==> src/rtl/branch_flush_controller.sv <==
// Branch predictor table plus mispredict redirect/flush sequencer for the
// Goldcrest front-end: predicts at fetch, resolves at EX, redirects and drains.
module branch_flush_controller #(
  parameter int XLEN         = 32,
  parameter int IDX_W        = 6,
  parameter int FLUSH_CYCLES = 1,
  parameter int CNT_W        = 32
) (
  input  logic             clk,
  input  logic             rst,
  input  logic [XLEN-1:0]  if_pc,
  output logic             if_pred_taken,
  input  logic             ex_valid,
  input  logic             ex_jb,
  input  logic             ex_bc,
  input  logic             ex_taken,
  input  logic             ex_pred_taken,
  input  logic [XLEN-1:0]  ex_pc,
  input  logic [XLEN-1:0]  ex_target,
  output logic             redirect_valid,
  output logic [XLEN-1:0]  redirect_pc,
  input  logic             redirect_ready,
  output logic             flush,
  output logic [CNT_W-1:0] branch_count,
  output logic [CNT_W-1:0] mispredict_count
);

  typedef enum logic [1:0] {
    IDLE,
    REDIRECT,
    FLUSH
  } state_t;

  localparam int DEPTH = 1 << IDX_W;
  localparam logic [2:0] FC = 3'(FLUSH_CYCLES);

  state_t state, state_nx;
  logic [2:0] cnt;
  logic [1:0] bht [DEPTH];
  logic [1:0] bht_cur, bht_nx;
  logic accept, upd, redir;
  logic [IDX_W-1:0] rd_idx, wr_idx;
  logic [XLEN-1:0] tgt;
  logic unused_bits;

  assign unused_bits = ^{if_pc[XLEN-1:IDX_W+2], if_pc[1:0],
                         ex_pc[XLEN-1:IDX_W+2], ex_pc[1:0]};

  assign rd_idx = if_pc[IDX_W+1:2];
  assign wr_idx = ex_pc[IDX_W+1:2];
  assign if_pred_taken = bht[rd_idx][1];
  assign bht_cur = bht[wr_idx];

  always_comb begin
    state_nx       = state;
    accept         = 1'b0;
    upd            = 1'b0;
    redir          = 1'b0;
    redirect_valid = 1'b0;
    flush          = 1'b0;
    unique case (state)
      IDLE: begin
        accept = ex_valid & (ex_jb | ex_bc);
        upd    = accept & ex_bc & ~ex_jb;
        redir  = accept &
                 (ex_jb | (ex_bc & (ex_taken != ex_pred_taken)));
        if (redir) state_nx = REDIRECT;
      end
      REDIRECT: begin
        redirect_valid = 1'b1;
        flush          = 1'b1;
        if (redirect_ready) state_nx = FLUSH;
      end
      FLUSH: begin
        flush = 1'b1;
        if (cnt == 3'd1) state_nx = IDLE;
      end
      default: state_nx = IDLE;
    endcase
  end

  always_comb begin
    tgt = ex_target;
    if (!(ex_jb || ex_taken)) tgt = ex_pc + XLEN'(4);
  end

  // Two-bit saturating update of the entry being resolved
  always_comb begin
    bht_nx = bht_cur;
    if (ex_taken) begin
      if (bht_cur != 2'b11) bht_nx = bht_cur + 2'b01;
    end else begin
      if (bht_cur != 2'b00) bht_nx = bht_cur - 2'b01;
    end
  end

  always_ff @(posedge clk) begin
    if (rst) begin
      state <= IDLE;
    end else begin
      state <= state_nx;
    end
  end

  always_ff @(posedge clk) begin
    if (rst) begin
      cnt <= 3'd0;
    end else if (state == REDIRECT && redirect_ready) begin
      cnt <= FC;
    end else if (state == FLUSH) begin
      cnt <= cnt - 3'd1;
    end
  end

  always_ff @(posedge clk) begin
    if (rst) begin
      redirect_pc      <= '0;
      branch_count     <= '0;
      mispredict_count <= '0;
    end else begin
      if (accept) branch_count <= branch_count + CNT_W'(1);
      if (redir) begin
        redirect_pc      <= tgt;
        mispredict_count <= mispredict_count + CNT_W'(1);
      end
    end
  end

  always_ff @(posedge clk) begin
    if (rst) begin
      for (int i = 0; i < DEPTH; i++) bht[i] <= 2'b01;
    end else if (upd) begin
      bht[wr_idx] <= bht_nx;
    end
  end

endmodule

==> config.mk <==
export PLATFORM = sky130hd
export DESIGN_NAME = branch_flush_controller
export DESIGN_NICKNAME = d
export VERILOG_FILES = /design/src/rtl/branch_flush_controller.sv
export SDC_FILE = /design/constraint.sdc
export NUM_CORES = 1
export LEC_CHECK = 0
export ABC_AREA = 1
export CAP_MARGIN = 20
export CORE_AREA = 2 2 198 200
export DETAILED_ROUTE_END_ITERATION = 16
export DIE_AREA = 0 0 200 202
export PLACE_DENSITY = 0.57
export SETUP_SLACK_MARGIN = 0.3
export SYNTH_ARGS = -nofsm -noshare
export SYNTH_HDL_FRONTEND = slang
export SYNTH_SLANG_ARGS = --single-unit
==> constraint.sdc <==
create_clock -name clk -period 2.38 [get_ports clk]
set_clock_uncertainty 0.05 [all_clocks]
set_input_delay 0.357 -clock clk [delete_from_list [all_inputs] [get_ports clk]]
set_output_delay 0.357 -clock clk [all_outputs]
set_load 0.02 [all_outputs]
==> results by group <==
Synthesis
  • Yosys cell types: 38
  • Syn Std Cell Area: 13,250 sq um
  • Synthesized instance count: 1,889
  • Yosys warns: 0
  • Flops & latches, synth: 229
  • Synth Area per Inst: 7.012 sq um
  • Top post-synthesis cells by area: edfxtp_1, dfxtp_1, nand2_1
  • Post-synth EDFFs: 128
  • Primary FF master, synth: edfxtp_1
  • Syn_nets: 2,001
  • Post-synth ARST share: 0
  • Area leader, netlist: edfxtp_1
  • Share of the synthesized area in the top cell type: 0.2902
  • Sequential fraction of the synthesis area: 0.4428

Timing
  • Min Tclk post-route: 2366 ps
  • Max-slew violation count: 0
  • Slew at the pin closest to its max-slew limit: 587.5 ps
  • Hold Fails Final Rpt: 0
  • Peak Freq: 422.7 MHz
  • Fin crit share: 0.9940
  • Slew headroom: 0.6084
  • RSZ-0062 raised after global routing: true
  • Final Setup Violations: 0
  • Hold slack: 225.9 ps
  • TNS Setup: 0 ps

Setup path
  • FF-to-FF End: bht[14][1]$_SDFFCE_PN0P_
  • WS Path Type: register to primary output
  • Reg2reg setup slack: 70 ps
  • FF-to-FF path depth: 13
  • CP Launch Type: register
  • R2r startpoint: bht[2][1]$_SDFFCE_PN0P_
  • Crit Path Max Fanout: 2
  • Worst Path Arrival: 1960 ps
  • Crit. End Element: primary output
  • Worst Path Required: 1970 ps

Cells and area
  • Fin util: 0.5150
  • Multi-input combinational cell area: 7158 sq um
  • Commonest cells after routing, fill and taps aside: nand2_1, inv_1, nor2_1
  • Fillers: 3,628
  • Share of cells above drive strength 1: 0.2306
  • FF+latch area: 5871 sq um
  • Commonest non-fill, non-tap cell in the layout: nand2_1
  • Area added between synthesis and finish: 48.84%
  • # nets final: 2,343

Power
  • Switching Fraction: 0.2959
  • Worst vdd ir: 529.0 uV
  • Power per cell area: 569.7 nW/um^2
  • Switching power: 3.324 mW
  • Final Power: 11.23 mW
  • Comb power frac: 0.231
  • Clock power share: 0.380
  • Leak: 7.755 nW
  • Seq pwr share: 0.389
  • Cell-internal power: 7.909 mW

Worst hold path
  • Hold_sp: ex_pc[5]
  • Hold crit path type: input pin to register
  • Hold path depth: 3
  • Worst Hold Path EP: redirect_pc[5]$_SDFFE_PP0P_

CTS
  • Num CTS Buffers: 28
  • Clock Latency Late Sink: 590 ps
  • Clock buffer depth: 3
  • TritonCTS clock tree: built
  • Clock root buffer: clkbuf_16
  • Reg clk slew, reported paths: 60 ps
  • H-tree depth: 1
  • Clock sink count: 229

Die
  • Die X: 200 microns
  • Core Area: 38,290 sq um
  • Die Y: 202 microns
  • Initial Utilization: 0.3460
  • Die ar.: 40,400 sq um
  • I/O pin cnt: 203
  • # rows: 72

Global route
  • GR Util All Layers: 0.2411
  • Vias in the first global route: 13,480
  • GRT overflow: 0
  • First-pass GRT wire length: 75.42 mm
  • Largest net degree at the start of global routing: 119
  • Initial antenna violation count: 2

Route
  • Detail Route Antenna Nets: 0
  • WL/cell: 17.97 microns
  • Drt drc: 0
  • Iteration-0 DRC Markers: 1,020
  • Detailed-route via count: 13,840
  • Routed WL: 49.78 mm
  • TritonRoute pass-1 iters: 5
  • Via/cell ratio: 4.995

Job
  • Max-cap violations: 0

Place
  • IO buf count: 176
  • Placer Congestion: 0.9066
  • DP Wirelength: 33.51 mm

Outcome
  • Status: finished, final reports clean
[worst max path at each step]
| stage | from | to | slack [ps] | depth (start not counted) |
|---|---|---|---|---|
| 2_1_floorplan | ex_pc[2] | bht[0][0]$_SDFFCE_PN1P_ | 300 | 14 |
| 3_3_place_gp | if_pc[2] | if_pred_taken | -520 | 10 |
| 3_5_place_dp | ex_pc[4] | bht[42][1]$_SDFFCE_PN0P_ | -550 | 16 |
| 4_1_cts | bht[33][1]$_SDFFCE_PN0P_ | if_pred_taken | -10 | 9 |
| 5_1_grt | bht[25][1]$_SDFFCE_PN0P_ | if_pred_taken | -80 | 9 |
| 6_report | bht[25][1]$_SDFFCE_PN0P_ | if_pred_taken | 10 | 9 |
[synthesized netlist by cell type (all sizes together) (9+ instances only)]
library cell	n
inv	253
nor2	279
nand3	163
edfxtp	128
nor3	46
xor2	17
o211ai	22
dfxtp	101
o21ai	112
a21oi	102
xnor2	10
clkbuf	46
nand4	14
buf	40
nand2	511
a31oi	9
[registers in the layout, indices dropped and copies added, names as in the netlist]
| register | count |
|---|---|
| redirect_pc | 32 |
| branch_count | 32 |
| state | 2 |
| cnt | 3 |
| mispredict_count | 32 |
| bht | 128 |
[layer usage]
metal	track usage	wire [microns]	vias up	share of wire
li1	-	-	6792	-
met1	0.3321	21870	6492	0.44
met2	0.3790	22630	446	0.45
met3	0.03921	3370	105	0.068
met4	0.09048	1897	2	0.038
met5	0	13	-	0.00026
[cell families (layout without fill, tap and decap cells)]
| group | count (synthesis) | count (layout) | synth area share |
|---|---|---|---|
| flip-flops | 229 | 229 | 0.4428 |
| XOR/XNOR | 27 | 27 | 0.01785 |
| AO/OA/AOI/OAI | 251 | 251 | 0.1010 |
| AND/OR/NAND/NOR | 1035 | 1036 | 0.3245 |
| buffers and inverters | 339 | 700 | 0.1063 |
| other | 0 | 1 | 0 |
| adder cells (fa/ha/maj) | 8 | 8 | 0.007557 |
[stage by stage]
stage / cells / setup WS (ps) / area (sq um)
2_1_floorplan: 1889 / 296.0 / 13250
3_3_place_gp: 2681 / -520.4 / 16810
3_5_place_dp: 2681 / -554.7 / 16810
4_1_cts: 2762 / -12.63 / 18990
5_1_grt: 2770 / -77.53 / 19720
6_report: 2770 / 14.38 / 19720
[final cells by class]
cell class | count | area share
diodes | 1 | 0.0001269
clock buffers | 42 | 0.04150
inverters | 253 | 0.04855
repair buffers | 397 | 0.2114
multi-input cells | 1322 | 0.3631
clock inverters | 8 | 0.004696
flip-flops and latches | 229 | 0.2978
well taps | 518 | 0.03287
[worst max-delay path, stage by stage, from the launching register on]
cell,delay [ps]
edfxtp_1,380
inv_2,90
a21oi_1,60
o21ai_1,80
o21ai_1,90
o211ai_1,220
nand3_1,120
nand3b_1,120
nand2_2,80
buf_6,130
[power groups by stage]
stage          logic, mW  clock network (mW)  registers [mW]
3_5_place_dp        1.81                   0            4.44
6_report            2.60                4.27            4.37
5_1_grt             2.75                4.50            4.38
4_1_cts             2.39                4.34            4.36
3_3_place_gp        1.81                   0            4.44
2_1_floorplan      0.875                   0            4.51
[timing repair]
action                                  4_1_cts  5_1_grt
hold buffers                                  0        0
pin swaps                                    30       35
endpoints found under the hold margin         0        0
resized for setup                           234      196
setup buffers                                18        3
gates cloned                                 13        4
endpoints found under the setup margin      294      295
Power figures use the tool's default switching activity.
